<file path="src/rtl/filt_scheduler.sv">
// Sample sequencer between the XADC stream and the FIR filter engine: buffers samples,
// issues one filter job per sample, returns each result as a one-cycle strobe.
module filt_scheduler #(
    parameter int XADC_DATA_SIZE = 16,
    parameter int FIFO_DEPTH     = 4,
    parameter int START_CYCLES   = 2,
    parameter int TIMEOUT        = 255
) (
    input  logic                      clk,
    input  logic                      rst,
    input  logic                      adc_valid,
    input  logic [XADC_DATA_SIZE-1:0] adc_data,
    input  logic [1:0]                cfg_select,
    input  logic                      err_clr,
    output logic                      filt_start,
    output logic [1:0]                filt_select,
    output logic [XADC_DATA_SIZE-1:0] input_val,
    input  logic [XADC_DATA_SIZE-1:0] filt_result,
    input  logic                      filt_done,
    output logic                      out_valid,
    output logic [XADC_DATA_SIZE-1:0] out_data,
    output logic [1:0]                out_select,
    output logic                      busy,
    output logic                      ovf,
    output logic                      err_timeout
);

    localparam int PTR_W = $clog2(FIFO_DEPTH);
    localparam int CNT_W = $clog2(FIFO_DEPTH + 1);
    localparam int SC_W  = $clog2(START_CYCLES + 1);
    localparam int WD_W  = 16;

    typedef enum logic [1:0] {
        ST_IDLE  = 2'd0,
        ST_START = 2'd1,
        ST_WAIT  = 2'd2,
        ST_OUT   = 2'd3
    } state_t;

    state_t                    state_r;
    logic [XADC_DATA_SIZE-1:0] mem_r [FIFO_DEPTH];
    logic [PTR_W-1:0]          wr_ptr_r;
    logic [PTR_W-1:0]          rd_ptr_r;
    logic [CNT_W-1:0]          count_r;
    logic [CNT_W-1:0]          count_nxt_s;
    logic [SC_W-1:0]           start_cnt_r;
    logic [WD_W-1:0]           wd_cnt_r;
    logic                      done_q_r;
    logic                      done_seen_r;
    logic                      filt_start_r;
    logic [1:0]                filt_select_r;
    logic [XADC_DATA_SIZE-1:0] input_val_r;
    logic                      out_valid_r;
    logic [XADC_DATA_SIZE-1:0] out_data_r;
    logic [1:0]                out_select_r;
    logic                      busy_r;
    logic                      ovf_r;
    logic                      err_timeout_r;

    logic empty_s;
    logic full_s;
    logic pop_s;
    logic push_s;
    logic drop_s;
    logic done_rise_s;
    logic done_hit_s;
    logic abort_s;
    logic busy_nxt_s;

    assign empty_s     = (count_r == CNT_W'(0));
    assign full_s      = (count_r == CNT_W'(FIFO_DEPTH));
    assign pop_s       = (state_r == ST_IDLE) && !empty_s;
    // A full FIFO still accepts a sample when the head leaves in the same cycle.
    assign push_s      = adc_valid && (!full_s || pop_s);
    assign drop_s      = adc_valid && full_s && !pop_s;
    assign done_rise_s = filt_done && !done_q_r;
    assign done_hit_s  = done_seen_r || done_rise_s;
    // The watchdog fires on the clock its count would reach TIMEOUT.
    assign abort_s     = (state_r == ST_WAIT) && !done_hit_s && (wd_cnt_r == WD_W'(TIMEOUT - 1));
    assign busy_nxt_s  = pop_s || (state_r == ST_START) || ((state_r == ST_WAIT) && !abort_s)
                         || (count_nxt_s != CNT_W'(0));

    // Next FIFO occupancy from this cycle's push/pop pair.
    always_comb begin
        count_nxt_s = count_r;
        if (push_s && !pop_s) begin
            count_nxt_s = count_r + CNT_W'(1);
        end else if (pop_s && !push_s) begin
            count_nxt_s = count_r - CNT_W'(1);
        end else begin
            count_nxt_s = count_r;
        end
    end

    // Sample FIFO storage and pointers.
    always_ff @(posedge clk) begin
        if (rst) begin
            wr_ptr_r <= PTR_W'(0);
            rd_ptr_r <= PTR_W'(0);
            count_r  <= CNT_W'(0);
        end else begin
            if (push_s) begin
                mem_r[wr_ptr_r] <= adc_data;
                wr_ptr_r        <= wr_ptr_r + PTR_W'(1);
            end
            if (pop_s) begin
                rd_ptr_r <= rd_ptr_r + PTR_W'(1);
            end
            count_r <= count_nxt_s;
        end
    end

    // Sticky error flags, done edge history and busy status.
    always_ff @(posedge clk) begin
        if (rst) begin
            ovf_r         <= 1'b0;
            err_timeout_r <= 1'b0;
            done_q_r      <= 1'b1;
            busy_r        <= 1'b0;
        end else begin
            done_q_r <= filt_done;
            busy_r   <= busy_nxt_s;
            if (drop_s) begin
                ovf_r <= 1'b1;
            end else if (err_clr) begin
                ovf_r <= 1'b0;
            end
            if (abort_s) begin
                err_timeout_r <= 1'b1;
            end else if (err_clr) begin
                err_timeout_r <= 1'b0;
            end
        end
    end

    // Job sequencer with registered filter and result outputs.
    always_ff @(posedge clk) begin
        if (rst) begin
            state_r       <= ST_IDLE;
            filt_start_r  <= 1'b0;
            filt_select_r <= 2'b00;
            input_val_r   <= XADC_DATA_SIZE'(0);
            out_valid_r   <= 1'b0;
            out_data_r    <= XADC_DATA_SIZE'(0);
            out_select_r  <= 2'b00;
            start_cnt_r   <= SC_W'(0);
            wd_cnt_r      <= WD_W'(0);
            done_seen_r   <= 1'b0;
        end else begin
            case (state_r)
                ST_IDLE: begin
                    out_valid_r <= 1'b0;
                    if (pop_s) begin
                        input_val_r   <= mem_r[rd_ptr_r];
                        filt_select_r <= cfg_select;
                        out_select_r  <= cfg_select;
                        if (cfg_select == 2'b11) begin
                            out_data_r  <= mem_r[rd_ptr_r];
                            out_valid_r <= 1'b1;
                            state_r     <= ST_OUT;
                        end else begin
                            filt_start_r <= 1'b1;
                            start_cnt_r  <= SC_W'(0);
                            done_seen_r  <= 1'b0;
                            state_r      <= ST_START;
                        end
                    end
                end
                ST_START: begin
                    if (done_rise_s) begin
                        done_seen_r <= 1'b1;
                    end
                    if (start_cnt_r == SC_W'(START_CYCLES - 1)) begin
                        filt_start_r <= 1'b0;
                        wd_cnt_r     <= WD_W'(0);
                        state_r      <= ST_WAIT;
                    end else begin
                        start_cnt_r <= start_cnt_r + SC_W'(1);
                    end
                end
                ST_WAIT: begin
                    if (done_hit_s) begin
                        out_data_r  <= filt_result;
                        out_valid_r <= 1'b1;
                        state_r     <= ST_OUT;
                    end else if (abort_s) begin
                        state_r <= ST_IDLE;
                    end else begin
                        wd_cnt_r <= wd_cnt_r + WD_W'(1);
                    end
                end
                ST_OUT: begin
                    out_valid_r <= 1'b0;
                    state_r     <= ST_IDLE;
                end
                default: begin
                    filt_start_r <= 1'b0;
                    out_valid_r  <= 1'b0;
                    state_r      <= ST_IDLE;
                end
            endcase
        end
    end

    assign filt_start  = filt_start_r;
    assign filt_select = filt_select_r;
    assign input_val   = input_val_r;
    assign out_valid   = out_valid_r;
    assign out_data    = out_data_r;
    assign out_select  = out_select_r;
    assign busy        = busy_r;
    assign ovf         = ovf_r;
    assign err_timeout = err_timeout_r;

endmodule

</file>
<file path="config.mk">
export PLATFORM = sky130hd
export DESIGN_NAME = filt_scheduler
export DESIGN_NICKNAME = d
export VERILOG_FILES = /design/src/rtl/filt_scheduler.sv
export SDC_FILE = /design/constraint.sdc
export NUM_CORES = 1
export LEC_CHECK = 0
export BUFFER_PORTS_ARGS = -buffer_cell sky130_fd_sc_hd__buf_4
export CORE_MARGIN = 2
export CORE_UTILIZATION = 59
export CTS_BUF_LIST = sky130_fd_sc_hd__clkbuf_2
export DETAILED_ROUTE_END_ITERATION = 8
export MAX_ROUTING_LAYER = met4
export PLACE_DENSITY = 0.87
export SKIP_CTS_REPAIR_TIMING = 1
export SLEW_MARGIN = 25
export SYNTH_ARGS = -nofsm -noshare
export SYNTH_HDL_FRONTEND = slang
export SYNTH_SLANG_ARGS = --single-unit
</file>
<file path="constraint.sdc">
create_clock -name clk -period 2.55 [get_ports clk]
set_input_delay 0.255 -clock clk [delete_from_list [all_inputs] [get_ports clk]]
set_output_delay 0.255 -clock clk [all_outputs]
set_load 0.1 [all_outputs]
</file>
Word-level counts from Yosys, hierarchy flattened
Memory sizes are Yosys's and may differ from the RTL's. A register that Yosys moved wholly into a read port is not among the register bits.
Index checks and enable logic that the tools add are counted.
{"block": "totals", "regBits": 68, "ram_bits": 64, "inputBits": 39, "out_inout_bits": 41, "memories": 1}
{"block": "op_classes", "add_sub_neg": 6, "eq_ne": 17, "muxes": 40, "reduce_logical": 39}
{"memory": "mem_r", "words": 4, "width": 16, "read_ports": 1, "rd_clocked_by_memory_dff": 1, "wr": 1, "line_no": "41", "text": "logic [XADC_DATA_SIZE-1:0] mem_r [FIFO_DEPTH];"}
{"op": "16-bit two-way mux", "n": 6}
{"op": "16-bit case mux with 2 select lines", "n": 2}
{"op": "2-bit two-way mux", "n": 10}
{"op": "4-bit AND reduction", "n": 5}
{"op": "16-bit by 1-bit adder with 16-bit output (second input constant)", "n": 1}
{"op": "16-bit by 8-bit == test with 1-bit output (second input constant)", "n": 1}
{"op": "1-bit two-way mux", "n": 15}
{"op": "2-bit != test (second input constant)", "n": 7}
{"op": "1-bit logical AND", "n": 10}
{"op": "2-bit nonzero test", "n": 5}
{"op": "2-bit case mux with 4 select lines", "n": 1}
{"op": "1-bit zero test", "n": 7}
{"op": "2-bit by 1-bit adder with 2-bit output (second input constant)", "n": 3}
{"op": "2-bit == test (second input constant)", "n": 3}
{"op": "3-bit two-way mux", "n": 2}
{"op": "3-bit nonzero test", "n": 2}
{"op": "1-bit logical OR", "n": 5}
{"op": "2-bit by 1-bit == test with 1-bit output (second input constant)", "n": 2}
{"op": "2-bit by 1-bit != test with 1-bit output (second input constant)", "n": 2}
{"op": "1-bit case mux with 2 select lines", "n": 2}
{"op": "2-bit case mux with 2 select lines", "n": 1}
{"op": "2-bit AND reduction", "n": 2}
{"op": "3-bit by 1-bit adder with 3-bit output (second input constant)", "n": 1}
{"op": "3-bit == test (second input constant)", "n": 1}
{"op": "6 further kinds", "n": 6}

Depth between registers and ports, before layout
Gate-level depths: netlist of run 1.
{"block": "logic_depth", "ltp_word": 11, "ltp_mapped": 10, "mapped_depth_nobuf": 7}

Worst setup path after synthesis of run 1
No wires, ideal clock.
{"block": "synth_timing", "kind": "register to register", "from": "register count_r[0]", "to": "memory mem_r[0][0], enable pin", "arrival_ps": 1843, "t_required_ps": 2176, "path_slack_ps": 333, "stages_incl_launch_ff": 9, "path_buffers": 2, "path_cell_list": "dfxtp_1 clkbuf_1 inv_1 ha_1 clkbuf_1 nand2_1 o21ai_1 nor2_1 and2_1"}
{"block": "synth_via", "elab_chain_len": 8}
{"item": "from (decl)", "line_no": "44", "text": "logic [CNT_W-1:0] count_r;"}
{"item": "from (signal assigned)", "line_no": "109", "text": "count_r <= count_nxt_s;"}
{"item": "3-bit zero test", "line_no": "70", "text": "assign empty_s = (count_r == CNT_W'(0));"}
{"item": "1-bit zero test", "line_no": "72", "text": "assign pop_s = (state_r == ST_IDLE) && !empty_s;"}
{"item": "1-bit logical AND", "line_no": "72"}
{"item": "1-bit logical OR (*)", "line_no": "74", "text": "assign push_s = adc_valid && (!full_s || pop_s);"}
{"item": "1-bit logical AND (*)", "line_no": "74"}
{"item": "1-bit two-way mux (*)", "line_no": "102", "text": "if (push_s) begin"}
{"item": "1-bit two-way mux (*)", "line_no": "97", "text": "if (rst) begin"}
{"item": "1-bit two-way mux (implied by the code) (*)", "line_no": "103", "text": "mem_r[wr_ptr_r] <= adc_data;"}
{"item": "to (decl)", "line_no": "41"}
Mark *: on every way between the ends. The rest lies on a longest branch, timed or not.

Worst setup path in the final report of run 1
{"block": "layout_timing", "from": "register count_r[0]", "to": "register out_data_r[0], in the netlist out_data[0]"}
{"block": "layout_via", "elab_chain_len": 5}
{"item": "3-bit zero test", "line_no": "70"}
{"item": "1-bit zero test", "line_no": "72"}
{"item": "1-bit logical AND", "line_no": "72"}
{"item": "2-bit != test (no line)"}
{"item": "4-bit AND reduction (no line)"}
{"item": "to (signal assigned)", "line_no": "158", "text": "out_data_r <= mem_r[rd_ptr_r];"}
{"item": "to (signal assigned)", "line_no": "183", "text": "out_data_r <= filt_result;"}
{"item": "to (decl)", "line_no": "54", "text": "logic [XADC_DATA_SIZE-1:0] out_data_r;"}
Every way passes these cells.
A chain may end at the register's enable or synchronous reset.

==> results of run 1 <==
## worst max-delay path, stage by stage, from the launching register on
cell and delay (ps):
dfxtp_1 510, inv_1 110, ha_1 310, nand2b_1 240, nand2_1 140, o22ai_2 200
buf_6 280, nor2_1 90, a211oi_1 310
## area by class of cell
| class | instances | area [µm²] |
|---|---|---|
| Fill cell | 581 | 2311 |
| Multi-Input combinational cell | 296 | 2081 |
| Sequential cell | 134 | 3323 |
| Tap cell | 111 | 138.9 |
| Clock buffer | 17 | 85.08 |
| Timing Repair Buffer | 127 | 1052 |
| Clock inverter | 15 | 167.7 |
| Inverter | 10 | 37.54 |
## report_power, final
group	switching [W]	internal, W
sequential	0.000237	0.00256
combinational	0.00257	0.000949
clock	0.000847	0.000473
## layer usage
layer,part of all wire (%),up-vias,track usage (%)
li1,-,1938,-
met1,40,2008,31.98
met2,52,188,42.54
met3,7.1,22,6.625
met4,1.5,0,7.277
met5,0,-,-
## registers in the layout, summed over array words and instances (netlist names), 2 cells and up, named ones only
signal / cells
count_r: 3
input_val: 16
mem_r: 64
out_data: 16
out_select: 2
rd_ptr_r: 2
start_cnt_r: 2
state_r: 2
wd_cnt_r: 16
wr_ptr_r: 2
## worst paths after layout
check,start,endpoint,depth (start not counted)
worst max-delay path,count_r[0]$_SDFF_PP0_,out_data[0]$_SDFFE_PP0P_,8
worst min register to register,input_val[15]$_SDFFE_PP0P_,input_val[15]$_SDFFE_PP0P_,2
worst max register to register,count_r[0]$_SDFF_PP0_,out_data[0]$_SDFFE_PP0P_,8
worst min-delay path,rst,err_timeout$_SDFFE_PP0P_,2
## stage by stage
stage / hold WS, ps / worst slack (ps)
6_report: 89.38 / 263.4
5_1_grt: 35.89 / 80.30
4_1_cts: -270.9 / 201.3
3_5_place_dp: 449.7 / 250.0
3_3_place_gp: 445.9 / 491.4
2_1_floorplan: 353.9 / 333.0
## placed cells by master (no fill, tap or decap), types with 5 or more instances in the layout
cell type      Yosys  layout
buf_4              2      88
dfxtp_1           70      70
edfxtp_1          64      64
nand2_1           58      58
nor2_1            50      49
dlygate4sd3_1      0      38
a21oi_1           33      33
mux2i_1           19      19
clkbuf_2           0      17
mux4_2            16      16
a211oi_1          16      16
inv_1             10      10
ha_1              10      10
xnor2_1            8       8
nand2b_1           6       6
nand3_1            6       6
inv_6              0       6
nor4_1             5       5
nand4_1            5       5
## cell families after synthesis
logic type               after synthesis  synth area share (%)
AO/OA/AOI/OAI                         79                 9.149
flip-flops                           134                 59.70
AND/OR/NAND/NOR                      161                 14.09
multiplexers                          36                 10.16
buffers and inverters                 40                 3.079
adder cells (fa/ha/maj)               10                 2.248
XOR/XNOR                              10                 1.573
==> flow_metrics.env, run 1 <==
export IMPL_drive_gt1_share_pct=25.38
export IMPL_finalClockSkew_ps=36.18
export IMPL_drc=0
export IMPL_drtPass1Iterations=4
export IMPL_min_period_ps=2287
export IMPL_grt_usage_pct=25.88
export IMPL_slew_viol_final=0
export IMPL_worst_pin_slew_ps=811.4
export IMPL_numCtsBuffers=17
export IMPL_setup_violations_final=0
export IMPL_hold_path_class="in -> reg"
export IMPL_crit_type="reg -> reg"
export IMPL_die_area_um2=10230
export IMPL_syn_area_per_cell_um2=11.84
export IMPL_synth_most_common_cell="dfxtp_1"
export IMPL_max_freq_mhz=437.3
export IMPL_drt_total_wl_mm=13.12
export IMPL_cp_start_kind="flop"
export IMPL_grt_pass1_vias=3880
export IMPL_io_buffers=79
export IMPL_worstPathArrival_ps=2850
export IMPL_synth_edf_count=64
export IMPL_power_w=0.007631
export IMPL_rsz0062_at_grt="no"
export IMPL_grt_max_degree=58
export IMPL_core_um2=9196
export IMPL_ys_ff_latch=134
export IMPL_place_inst=640
export IMPL_clkLatencyLatePin_ps=660
export IMPL_clk_pin_slew_ps=220
export IMPL_cts_sinks=134
export IMPL_finalHoldViolCount=0
export IMPL_wl_per_cell_um=18.47
export IMPL_n_antenna_cell=0
export IMPL_start_util_pct=60.53
export IMPL_synthesis_area_um2=5567
export IMPL_end_kind="flop"
export IMPL_hpwl_mm=8.282
export IMPL_synth_nets=519
export IMPL_async_reset_ff_share_pct=0
export IMPL_seq_area_frac_synth_pct=59.70
export IMPL_final_nets=635
export IMPL_place_area_um2=6248
export IMPL_drt_iter0_drc=259
export IMPL_required_ps=3110
export IMPL_fp_dieW_um=101.1
export IMPL_synth_area_leaders="edfxtp_1 (35%), dfxtp_1 (25%), mux4_2 (6.5%), nand2_1 (3.9%), mux2i_1 (3.4%)"
export IMPL_fin_area_um2=6885
export IMPL_syn2layout_area_growth_pct=23.69
export IMPL_synth_common_cells="dfxtp_1 (70), edfxtp_1 (64), nand2_1 (58)"
export IMPL_cts_tree="done"
export IMPL_grt_overflow_total=0
export IMPL_row_count=35
export IMPL_gp_congestion=0.8632
export IMPL_timing_final_crit_share_pct=89.67
export IMPL_ir_drop_mv=0.8238
export IMPL_utilization_pct=74.87
export IMPL_yosys_area_top_type="edfxtp_1"
export IMPL_fin_cells=710
export IMPL_maxCapViolCount=0
export IMPL_slew_headroom_pct=45.83
export IMPL_power_per_cell_area_nw_per_um2=1108
export IMPL_dr_total_vias=4156
export IMPL_ant_nets=0
export IMPL_synthFlopType="dfxtp_1"
export IMPL_crit_fanout=32
export IMPL_syn_instance_count=470
export IMPL_grt_pass1_wl_mm=19.45
export IMPL_io_pins=80
export IMPL_cts_buffer_depth=2
export IMPL_status="completed"
export IMPL_r2r_slack_ps=260
export IMPL_power_leakage_nw=2.669
export IMPL_viasPerCell=5.854
export IMPL_tns_ps=0
export IMPL_yosysUniqueCellTypes=57
export IMPL_die_height_um=101.1
export IMPL_cts_root_buf="clkbuf_2"
export IMPL_h_tree_depth=4
export IMPL_ys_warn_count=0
export IMPL_antenna_found_initial=0
export IMPL_synth_top_area_share_pct=34.52
No activity file was read; power rests on OpenSTA's default activity.
==> run 2, diff against run 1 <==
Settings changed: CELL_PAD_IN_SITES_DETAIL_PLACEMENT set to 0, CELL_PAD_IN_SITES_GLOBAL_PLACEMENT set to 2, CORE_UTILIZATION 59 to 39, PLACE_DENSITY 0.87 to 0.86, RECOVER_POWER set to 50.
==> flow_metrics.env, run 2 (synthesis gave the netlist of run 1 again) <==
export IMPL_cp_top_family="buffers and inverters"
export IMPL_final_common_cell="dfxtp_1"
export IMPL_end_kind="flop"
export IMPL_multi_input_comb_area_um2=2081
export IMPL_tns_ps=0
export IMPL_rsz0062_at_grt="no"
export IMPL_place_inst=710
export IMPL_min_to="mem_r[2][13]$_DFFE_PP_"
export IMPL_timing_final_crit_share_pct=92.78
export IMPL_power_per_cell_area_nw_per_um2=1078
export IMPL_final_nets=640
export IMPL_min_delay_start="adc_data[13]"
export IMPL_maxCapViolCount=0
export IMPL_cts_root_buf="clkbuf_2"
export IMPL_numCtsBuffers=17
export IMPL_io_buffers=79
export IMPL_drtPass1Iterations=4
export IMPL_viasPerCell=5.096
export IMPL_ir_drop_mv=0.5726
export IMPL_row_count=43
export IMPL_drc=0
export IMPL_antenna_found_initial=0
export IMPL_crit_fanout=30
export IMPL_worst_pin_slew_ps=1375
export IMPL_utilization_pct=48.99
export IMPL_finalClockSkew_ps=34.15
export IMPL_cts_tree="done"
export IMPL_grt_usage_pct=18.34
export IMPL_required_ps=3130
export IMPL_power_leakage_nw=2.600
export IMPL_worstPathArrival_ps=2950
export IMPL_clk_pin_slew_ps=210
export IMPL_regArea_um2=3323
export IMPL_max_freq_mhz=422.7
export IMPL_min_period_ps=2366
export IMPL_gp_congestion=0.7640
export IMPL_cpMostUsedCell="dlygate4sd3_1"
export IMPL_cp_start_kind="input port"
export IMPL_setup_violations_final=0
export IMPL_start_util_pct=39.95
export IMPL_met3_length_um=760
export IMPL_slowest_stage="clkbuf_1"
export IMPL_hold_path_class="in -> reg"
export IMPL_syn2layout_area_growth_pct=22.63
export IMPL_whs_path_depth=2
export IMPL_drive_gt1_share_pct=22.52
export IMPL_largest_register_ffs=64
export IMPL_dr_total_vias=3995
export IMPL_r2r_slack_ps=250
export IMPL_grt_pass1_wl_mm=20.21
export IMPL_crit_type="in -> reg"
export IMPL_regMostFlops="mem_r"
export IMPL_crit_chain="dlygate4sd3_1 -> clkbuf_1 -> buf_4 -> a21oi_1 -> dlygate4sd3_1"
export IMPL_hpwl_mm=8.918
export IMPL_die_area_um2=15240
export IMPL_drt_iter0_drc=299
export IMPL_met1_length_mm=5.534
export IMPL_wl_met2_mm=6.625
export IMPL_cp_buffers_inverters=4
export IMPL_topRoutingLayerUsed="met4"
export IMPL_slowest_delay_ps=990
export IMPL_slew_viol_final=0
export IMPL_io_pins=80
export IMPL_drt_total_wl_mm=12.97
export IMPL_core_um2=13930
export IMPL_r2r_end="out_select[0]$_SDFFE_PP0P_"
export IMPL_clkLatencyLatePin_ps=670
export IMPL_h_tree_depth=4
export IMPL_slew_headroom_pct=8.314
export IMPL_finalHoldViolCount=0
export IMPL_final_cell_mix="dfxtp_1 (70), edfxtp_1 (64), nand2_1 (58), clkbuf_2 (58), nor2_1 (49)"
export IMPL_crit_reg2reg_launch="count_r[1]$_SDFF_PP0_"
export IMPL_r2r_cells=8
export IMPL_die_height_um=123.5
export IMPL_wl_per_cell_um=16.54
export IMPL_grt_pass1_vias=3867
export IMPL_fill_cells=1272
export IMPL_cts_sinks=134
export IMPL_cts_buffer_depth=2
export IMPL_grt_overflow_total=0
export IMPL_fin_cells=784
export IMPL_status="completed"
export IMPL_n_antenna_cell=0
export IMPL_ant_nets=0
export IMPL_fp_dieW_um=123.5
export IMPL_grt_max_degree=31
## run 2: cell count changes in the layout (fill, tap and decap cells not counted), sizes merged
cell / delta
dlygate4sd3: +4
buf: -57
clkinvlp: -3
inv: -1
clkbuf: +58
bufinv: -1
clkinv: +5
## run 2: worst reg2reg max path, stage by stage (launching register included)
cell and delay (ps):
dfxtp_1 390, inv_1 80, ha_1 190, buf_4 160, nor2b_1 150, nor2_2 490
nand2_1 110, a21oi_1 140, dlygate4sd3_1 570
## run 2: power by group
group	leakage [nW]	switching, W	internal (W)
combinational	1.30	0.00255	0.000829
sequential	1.15	0.000211	0.00256
clock	0.143	0.000830	0.000378
total	2.60	0.00359	0.00376
## run 2: routing by layer
metal / up-vias / global-route usage [%]
li1: 1963 / -
met3: 2 / 5.581
met1: 1939 / 22.64
met4: 0 / 4.048
met2: 91 / 29.81
met5: - / -
## run 2: area by class of cell
type                            instances  share of cell area [%]
Sequential cell                       134                   48.68
Tap cell                              180                   3.299
Clock buffer                           17                   1.246
Timing Repair Buffer                  132                   13.62
Inverter                               10                  0.5499
Multi-Input combinational cell        296                   30.48
Clock inverter                         15                   2.126
## run 2: how the worst max path moves through the flow
stage,startpoint,endpoint,cells after the start
detailed placement,state_r[1]$_SDFFE_PP0P_,mem_r[1][13]$_DFFE_PP_,4
global placement,state_r[1]$_SDFFE_PP0P_,mem_r[1][12]$_DFFE_PP_,4
global route,count_r[1]$_SDFF_PP0_,out_select[1]$_SDFFE_PP0P_,8
floorplan,count_r[0]$_SDFF_PP0_,mem_r[0][0]$_DFFE_PP_,8
finish,rst,ovf$_SDFFE_PP0P_,5
CTS,state_r[1]$_SDFFE_PP0P_,mem_r[1][0]$_DFFE_PP_,4
## run 2: stage by stage
stage                     area [µm²]  worst slack [ps]  power (W)  hold slack, ps
final                           6827             184.2   0.007356           388.1
after detailed placement        6342             422.8   0.006295           450.7
after global placement          6342             475.5   0.006264           445.2
after floorplan                 5567             333.0   0.005473           353.9
after global routing            6827             86.53   0.007792           265.8
after CTS                       6573             355.5   0.007522          -346.9
